**src/rtl/gpio_bus_pkg.sv**
```systemverilog
// Shared types and constants for the two-master peripheral port arbiter.
package gpio_bus_pkg;

  typedef enum logic [1:0] {
    IDLE  = 2'd0,
    ISSUE = 2'd1,
    WAIT  = 2'd2,
    DONE  = 2'd3
  } state_e;

  localparam logic M0 = 1'b0;
  localparam logic M1 = 1'b1;

  function automatic logic other_master(input logic idx);
    return ~idx;
  endfunction

endpackage

```
**src/rtl/rr_arb2.sv**
```systemverilog
// Combinational two-way round-robin pick; on a tie the master that did not win last time wins.
module rr_arb2
  import gpio_bus_pkg::*;
(
  input  logic [1:0] req,
  input  logic       last_grant,
  output logic       grant,
  output logic       valid
);

  always_comb begin
    valid = |req;
    grant = M0;
    case (req)
      2'b01:   grant = M0;
      2'b10:   grant = M1;
      2'b11:   grant = other_master(last_grant);
      default: grant = M0;
    endcase
  end

endmodule

```
**src/rtl/gpio_bus_arbiter.sv**
```systemverilog
// Shares one 8-bit peripheral port between two requesters: round-robin grant,
// single-cycle strobe, wait for the matching ready or time out, then a one-cycle ack.
module gpio_bus_arbiter
  import gpio_bus_pkg::*;
#(
  parameter int unsigned size_addr = 4,
  parameter int unsigned timeout   = 15
) (
  input  logic                 clk,
  input  logic                 reset,
  input  logic                 m0_req,
  input  logic                 m0_we,
  input  logic [size_addr-1:0] m0_addr,
  input  logic [7:0]           m0_wdata,
  output logic                 m0_ack,
  input  logic                 m1_req,
  input  logic                 m1_we,
  input  logic [size_addr-1:0] m1_addr,
  input  logic [7:0]           m1_wdata,
  output logic                 m1_ack,
  output logic [7:0]           rdata,
  output logic                 err,
  output logic                 per_read,
  output logic                 per_write,
  output logic [size_addr-1:0] per_address,
  output logic [7:0]           per_data_in,
  input  logic [7:0]           per_data_out,
  input  logic                 per_ready_r,
  input  logic                 per_ready_w
);

  // Last WAIT-cycle count value before the transaction is declared dead.
  localparam logic [7:0] TimeoutLast = 8'(timeout - 1);

  state_e               state_q, state_d;
  logic                 last_grant_q, last_grant_d;
  logic                 grant_q, grant_d;
  logic                 we_q, we_d;
  logic [7:0]           cnt_q, cnt_d;
  logic                 m0_ack_q, m0_ack_d;
  logic                 m1_ack_q, m1_ack_d;
  logic [7:0]           rdata_q, rdata_d;
  logic                 err_q, err_d;
  logic                 per_read_q, per_read_d;
  logic                 per_write_q, per_write_d;
  logic [size_addr-1:0] per_address_q, per_address_d;
  logic [7:0]           per_data_in_q, per_data_in_d;

  logic                 arb_grant;
  logic                 arb_valid;
  logic                 sel_we;
  logic [size_addr-1:0] sel_addr;
  logic [7:0]           sel_wdata;
  logic                 complete;

  rr_arb2 u_rr_arb2 (
    .req        ({m1_req, m0_req}),
    .last_grant (last_grant_q),
    .grant      (arb_grant),
    .valid      (arb_valid)
  );

  always_comb begin
    sel_we    = (arb_grant == M1) ? m1_we    : m0_we;
    sel_addr  = (arb_grant == M1) ? m1_addr  : m0_addr;
    sel_wdata = (arb_grant == M1) ? m1_wdata : m0_wdata;
  end

  // Only the ready that matches the latched direction counts.
  assign complete = we_q ? per_ready_w : per_ready_r;

  always_comb begin
    state_d       = state_q;
    last_grant_d  = last_grant_q;
    grant_d       = grant_q;
    we_d          = we_q;
    cnt_d         = cnt_q;
    rdata_d       = rdata_q;
    per_address_d = per_address_q;
    per_data_in_d = per_data_in_q;
    per_read_d    = 1'b0;
    per_write_d   = 1'b0;
    m0_ack_d      = 1'b0;
    m1_ack_d      = 1'b0;
    err_d         = 1'b0;

    unique case (state_q)
      IDLE: begin
        cnt_d = 8'd0;
        if (arb_valid) begin
          state_d       = ISSUE;
          grant_d       = arb_grant;
          last_grant_d  = arb_grant;
          we_d          = sel_we;
          per_address_d = sel_addr;
          per_data_in_d = sel_wdata;
          per_read_d    = ~sel_we;
          per_write_d   = sel_we;
        end
      end

      ISSUE: begin
        state_d = WAIT;
      end

      WAIT: begin
        if (complete) begin
          state_d = DONE;
          if (!we_q) begin
            rdata_d = per_data_out;
          end
          m0_ack_d = (grant_q == M0);
          m1_ack_d = (grant_q == M1);
        end else if (cnt_q == TimeoutLast) begin
          state_d  = DONE;
          rdata_d  = 8'd0;
          err_d    = 1'b1;
          m0_ack_d = (grant_q == M0);
          m1_ack_d = (grant_q == M1);
        end else begin
          cnt_d = cnt_q + 8'd1;
        end
      end

      DONE: begin
        state_d = IDLE;
      end

      default: begin
        state_d = IDLE;
      end
    endcase
  end

  always_ff @(posedge clk or posedge reset) begin
    if (reset) begin
      state_q       <= IDLE;
      last_grant_q  <= M1;
      grant_q       <= M0;
      we_q          <= 1'b0;
      cnt_q         <= 8'd0;
      m0_ack_q      <= 1'b0;
      m1_ack_q      <= 1'b0;
      rdata_q       <= 8'd0;
      err_q         <= 1'b0;
      per_read_q    <= 1'b0;
      per_write_q   <= 1'b0;
      per_address_q <= '0;
      per_data_in_q <= 8'd0;
    end else begin
      state_q       <= state_d;
      last_grant_q  <= last_grant_d;
      grant_q       <= grant_d;
      we_q          <= we_d;
      cnt_q         <= cnt_d;
      m0_ack_q      <= m0_ack_d;
      m1_ack_q      <= m1_ack_d;
      rdata_q       <= rdata_d;
      err_q         <= err_d;
      per_read_q    <= per_read_d;
      per_write_q   <= per_write_d;
      per_address_q <= per_address_d;
      per_data_in_q <= per_data_in_d;
    end
  end

  assign m0_ack      = m0_ack_q;
  assign m1_ack      = m1_ack_q;
  assign rdata       = rdata_q;
  assign err         = err_q;
  assign per_read    = per_read_q;
  assign per_write   = per_write_q;
  assign per_address = per_address_q;
  assign per_data_in = per_data_in_q;

endmodule

```
**config.mk**
```make
export PLATFORM = sky130hd
export DESIGN_NAME = gpio_bus_arbiter
export DESIGN_NICKNAME = d
export VERILOG_FILES = /design/src/rtl/gpio_bus_pkg.sv /design/src/rtl/rr_arb2.sv /design/src/rtl/gpio_bus_arbiter.sv
export SDC_FILE = /design/constraint.sdc
export NUM_CORES = 1
export LEC_CHECK = 0
export BUFFER_PORTS_ARGS = -buffer_cell sky130_fd_sc_hd__clkbuf_2
export CAP_MARGIN = 20
export CORE_UTILIZATION = 49
export CTS_CLUSTER_DIAMETER = 80
export DETAILED_ROUTE_END_ITERATION = 7
export PLACE_DENSITY = 0.86
export SLEW_MARGIN = 20
export SYNTH_ARGS = -nofsm -noshare
export SYNTH_HDL_FRONTEND = slang
export SYNTH_HIERARCHICAL = 1
export SYNTH_SLANG_ARGS = --single-unit
```
**constraint.sdc**
```tcl
create_clock -name clk -period 2.2 [get_ports clk]
set_clock_uncertainty 0.15 [all_clocks]
set_input_delay 0.11 -clock clk [delete_from_list [all_inputs] [get_ports clk]]
set_output_delay 0.11 -clock clk [all_outputs]
set_load 0.01 [all_outputs]
```
======== Yosys cells after proc, flatten, opt, wreduce, memory -nomap -nowiden ========
Index checks and enable logic that the tools add are counted.
storage, ports and cells
  flip-flop bits (word level) ............. 38
  input bits .............................. 40
  logic and storage cells ................. 64
operators by class
  add/sub/neg operators ................... 1
  bitwise operators ....................... 3
  mux-type cells .......................... 28
  reductions and logical operators ........ 8
  equality and inequality tests ........... 11
operators with widths
  operator             number
  $mux 8               6
  $pmux 8 s2           1
  $mux 1               15
  $add 8x1->8 const B  1
  $eq 2x2->1 const B   4
  $eq 8x4->1 const B   1
  $ne 2x2->1 const B   4
  $pmux 2 s4           1
  $mux 2               3
  $reduce_and 3->1     2
  $mux 4               1
  $reduce_and 2->1     2
  $reduce_bool 2->1    2
  $ne 3x3->1 const B   1
  $not 1->1            3
  $eq 2x1->1 const B   1
  $logic_not 2->1      1
  $pmux 1 s2           1
  $reduce_or 2->1      1

======== Logic depth before layout (Yosys ltp) ========
  word-level depth ........................ 6
  gate-level depth with buffers ........... 6
  depth with buffers taken out ............ 6

======== Hierarchy ========
Netlist, hierarchy kept.
modules (own cells, without submodules)
  module            area each (um^2)  cells an instance  sequential area each (um^2)  times used
  gpio_bus_arbiter  1775.5            155                952.2                        1
  rr_arb2           13.8              2                  0.0                          1

======== Worst setup path after synthesis ========
OpenSTA, ideal clock, no wires.
  kind .................................... register to register
  from .................................... reg cnt_q[0]
  to ...................................... reg rdata_q[0], in the netlist rdata[0]
  period minus slack after synthesis ...... 1.799 ns
  setup time .............................. 0.121 ns
  path buffers ............................ 0
  data arrival time ....................... 1.528 ns
  setup slack ............................. 0.401 ns
  cell stages (with the launch flop) ...... 7
  path through ............................ dfrtp_1 inv_1 ha_1 or3b_4 o31ai_4 o211ai_4 a22o_1
between the ends
  longest elaborated chain between the ends .. 3
RTL lines
  what                                line                     text
  from (decl)                         gpio_bus_arbiter.sv:39   logic [7:0] cnt_q, cnt_d;
  from (signal assigned)              gpio_bus_arbiter.sv:155  cnt_q <= cnt_d;
  $eq 8x4->1                          gpio_bus_arbiter.sv:114  end else if (cnt_q == TimeoutLast) begin
  $reduce_bool 2->1 (no source line)  --
  $reduce_and 3->1 (no source line)   --
  to (signal assigned)                gpio_bus_arbiter.sv:158  rdata_q <= rdata_d;
  to (decl)                           gpio_bus_arbiter.sv:42   logic [7:0] rdata_q, rdata_d;
No other way between the ends.
A chain may end at the register's enable or synchronous reset.

======== Worst setup path in the final report ========
  from .................................... reg last_grant_q
  to ...................................... reg we_q
between the ends
  longest elaborated chain between the ends .. 3
RTL lines
  what                    line                     text
  from (decl)             gpio_bus_arbiter.sv:36   logic last_grant_q, last_grant_d;
  from (signal assigned)  gpio_bus_arbiter.sv:152  last_grant_q <= last_grant_d;
  $not 1->1               gpio_bus_pkg.sv:15       return ~idx;
  $pmux 1 s2              rr_arb2.sv:14            case (req)
  net arb_grant           gpio_bus_arbiter.sv:49   logic arb_grant;
  $mux 1                  gpio_bus_arbiter.sv:64   sel_we = (arb_grant == M1) ? m1_we : m0_we;
  to (signal assigned)    gpio_bus_arbiter.sv:154  we_q <= we_d;
  to (decl)               gpio_bus_arbiter.sv:38   logic we_q, we_d;
The timed path passes the listed nets, and every way through them passes these cells.

==> flow_metrics.env <==
export IMPL_timing_critical_path_slowest_cell_delay_ns=0.59
export IMPL_worstPathRequired_ns=2.30
export IMPL_start_util_pct=52.4
export IMPL_min_from="m0_req"
export IMPL_floorplan_rows=21
export IMPL_irDropWorstVdd_mv=0.711
export IMPL_finish_cell_count_without_fillers=309
export IMPL_max_freq_mhz=494
export IMPL_yosysUniqueCellTypes=35
export IMPL_synth_seq_area_share_pct=53.2
export IMPL_setup_worst_path_start="last_grant_q$_DFFE_PP1P_"
export IMPL_worst_setup_path_type="register to register"
export IMPL_cellLeakagePower_nw=1.33
export IMPL_crit_chain="a21boi_2, buf_4, mux2i_1, dlygate4sd3_1, and2_1, nor2_1"
export IMPL_unrepaired_setup_endpoints_after_global_routing="false"
export IMPL_cts_max_path_buffers=2
export IMPL_die_w_um=62.4
export IMPL_cts_tree="yes"
export IMPL_depth_of_the_cts_h_tree=2
export IMPL_design_core_area_sq_mm=0.00342
export IMPL_grt_antenna_before_repair=0
export IMPL_overflow=0
export IMPL_layout_min_cycle_time_ns=2.02
export IMPL_antenna_diode_count=0
export IMPL_avgRoutedWirePerCell_um=16.3
export IMPL_cts_buffers=5
export IMPL_finalSetupViolations=0
export IMPL_floorplan_die_area_sq_mm=0.00390
export IMPL_grt_pass1_vias=1852
export IMPL_gp_congestion=0.810
export IMPL_p_switching_w=0.00108
export IMPL_cts_root_buf="clkbuf_4"
export IMPL_critical_path_slowest_cell="dlygate4sd3_1"
export IMPL_ys_ff_latch=38
export IMPL_ys_async_sr_fraction_pct=100
export IMPL_cts_resized=0
export IMPL_synth_top_cells_by_area="dfrtp_1, mux2i_1, nand2_1, o21ai_0, a22o_1"
export IMPL_relSlewSlack_pct=69.7
export IMPL_cp_arrival_ns=2.12
export IMPL_r2r_start="last_grant_q$_DFFE_PP1P_"
export IMPL_area_growth_from_synthesis_to_layout_pct=45.2
export IMPL_tightestPinTransition_ns=0.454
export IMPL_final_layout_size_suffix_gt1_share_pct=33.5
export IMPL_cts_clk_slew_worst_paths_ns=0.12
export IMPL_max_cap_viol_count=0
export IMPL_first_pass_grt_wire_length_um=8550
export IMPL_status="finished clean"
export IMPL_route_vias_total=1670
export IMPL_clkSinkCount=38
export IMPL_yosysTopAreaCell="dfrtp_1"
export IMPL_firstDrtPassIters=4
export IMPL_count_of_cells_along_the_worst_hold_path=5
export IMPL_synth_edff_count=0
export IMPL_crit_buf_inv=2
export IMPL_worst_case_setup_slack_after_placement_ns=0.274
export IMPL_finalWirelength_um=5050
export IMPL_setup_worst_path_end_class="register"
export IMPL_hold_viol=0
export IMPL_syn_inst=157
export IMPL_grt_usage_pct=29.3
export IMPL_critical_path_cell_count=6
export IMPL_hold_path_class="input port to register"
export IMPL_dominantRegCellSynth="dfrtp_1"
export IMPL_clock_insertion_delay_worst_skew_ns=0.36
export IMPL_fillers=201
export IMPL_ff2ff_setup_slack_ns=0.18
export IMPL_fp_dieH_um=62.4
export IMPL_synth_net_count=201
export IMPL_yosys_warn_count=6
export IMPL_power_density_mw_per_mm2=1040
export IMPL_switching_power_as_a_share_of_total_power_pct=39.7
export IMPL_critPathMaxFanout=7
export IMPL_rr_worst_depth=6
export IMPL_final_count_of_pins_violating_max_slew=0
export IMPL_ioPinCount=65
export IMPL_timing_final_ws_setup_ns=0.176
export IMPL_fin_nets=306
export IMPL_timing_setup_tns_ns=0
export IMPL_p_clk_share_pct=14.5
export IMPL_drcViolationCount=0
export IMPL_dpl_cell_count=266
export IMPL_totalPowerFinal_w=0.00271
export IMPL_synth_top_area_share_pct=51.7
export IMPL_post_synth_instance_area_sq_mm=0.00179
export IMPL_start_kind="register"
export IMPL_buffers_added_on_ports=64
export IMPL_cp_top_family="buffers and inverters"
export IMPL_power_report_internal_total_w=0.00163
export IMPL_route_antenna_remaining_nets=0
export IMPL_initialDrtViolationCount=77
export IMPL_seq_power_share_pct=42.8
export IMPL_drt_vias_per_instance=5.40
export IMPL_pin_count_of_the_biggest_net_entering_global_routing=39
export IMPL_timing_final_crit_share_pct=92.0
export IMPL_comb_power_share_pct=42.7
export IMPL_dp_hpwl_um=2860
export IMPL_mean_syn_cell_area_sq_um=11.4
==> final timing paths <==
path                                         endpoint
setup / recovery                     we_q$_DFFE_PP0P_
hold reg to reg                      m0_ack$_DFF_PP0_
setup reg to reg                     we_q$_DFFE_PP0P_
max in group asynchronous    last_grant_q$_DFFE_PP1P_
hold / removal               last_grant_q$_DFFE_PP1P_
min in group asynchronous  per_data_in[4]$_DFFE_PP0P_
==> power by group through the flow <==
stage               registers, W  logic [W]  clock network (W)
global placement         0.00114   0.000994                  0
floorplan                0.00120   0.000573                  0
detailed placement       0.00114    0.00105                  0
finish                   0.00116    0.00116           0.000394
CTS                      0.00114    0.00111           0.000391
global route             0.00119    0.00127           0.000431
==> stage by stage <==
step,area (sq um),utilization [%],hold WS (ns)
finish,2600,76.0,0.0583
detailed placement,2180,63.9,0.0927
CTS,2600,76.0,0.0600
floorplan,1790,-,0.100
global placement,2180,63.9,0.0697
global route,2600,76.0,0.0647
==> per-layer routing <==
layer  GRT usage (%)  part of all wire [%]  up-vias
met3            6.93                   6.2       22
li1                -                     -      766
met4            17.7                   4.3        0
met2            51.0                    51       87
met1            32.2                    38      795
met5               0                     0        -
==> timing repair <==
item / CTS / global route
endpoints found under the hold margin: 59 / 0
buffers inserted: 0 / 0
hold buffers: 35 / 0
==> cells in the final DEF (no fill, tap or decap), drive strengths merged <==
| cell | count |
|---|---|
| clkbuf | 70 |
| dfrtp | 37 |
| dlygate4sd3 | 35 |
| nand2 | 22 |
| mux2i | 17 |
| o21ai | 16 |
| nor2 | 9 |
| a22o | 9 |
| inv | 5 |
| buf | 5 |
| nand3 | 4 |
| ha | 4 |
| and2 | 3 |
| o211ai | 2 |
| nand2b | 2 |
| a21oi | 2 |
| xnor2 | 2 |
| and3 | 2 |
| nand4bb | 1 |
| or3b | 1 |
| a22oi | 1 |
| o2111a | 1 |
| and3b | 1 |
| o31ai | 1 |
| and4 | 1 |
| nand4 | 1 |
| a31o | 1 |
| xor2 | 1 |
| nor3b | 1 |
| a21o | 1 |
| clkinvlp | 1 |
| clkinv | 1 |
| dfstp | 1 |
| a21boi | 1 |
| or2 | 1 |
==> area by class of cell <==
cell class,count,area [sq um],share of cell area (%)
inverter,5,18.8,0.723
clock buffer,6,51.3,1.97
tap,46,57.6,2.22
multi-input combinational,108,797,30.7
sequential,38,952,36.7
clock inverter,2,12.5,0.482
timing repair buffer,104,708,27.3
==> kinds of logic after synthesis <==
family                     synth area share (%)
DFF                                        53.2
and+or+nand+nor                            14.5
adders and majority gates                  2.80
AOI/OAI and AO/OA                          15.4
xor gates and xnor gates                   1.47
buffers and inverters                      2.45
muxes                                      10.2
==> synth_stat cells (2+ instances only) <==
cell / n
dfrtp_1: 37
nand2_1: 22
mux2i_1: 16
o21ai_0: 16
a22o_1: 9
nor2_1: 9
inv_1: 5
ha_1: 4
nand3_1: 4
and2_1: 3
clkbuf_1: 3
a21oi_1: 2
buf_2: 2
nand2b_1: 2
o211ai_4: 2
xnor2_1: 2
==> worst reg2reg max path, cell delays in order (launching register included) <==
cell and delay, ns:
dfstp_2 0.40, a21boi_2 0.18, buf_4 0.21, mux2i_1 0.18
dlygate4sd3_1 0.59, and2_1 0.16, nor2_1 0.05
==> flip-flops by register name (all words and copies together), names as in the netlist <==
register,flops
per_write,1
per_data_in,8
rdata,8
per_address,4
per_read,1
state_q,2
grant_q,1
m0_ack,1
err,1
cnt_q,8
we_q,1
last_grant_q,1
m1_ack,1
Power figures use the tool's default switching activity.
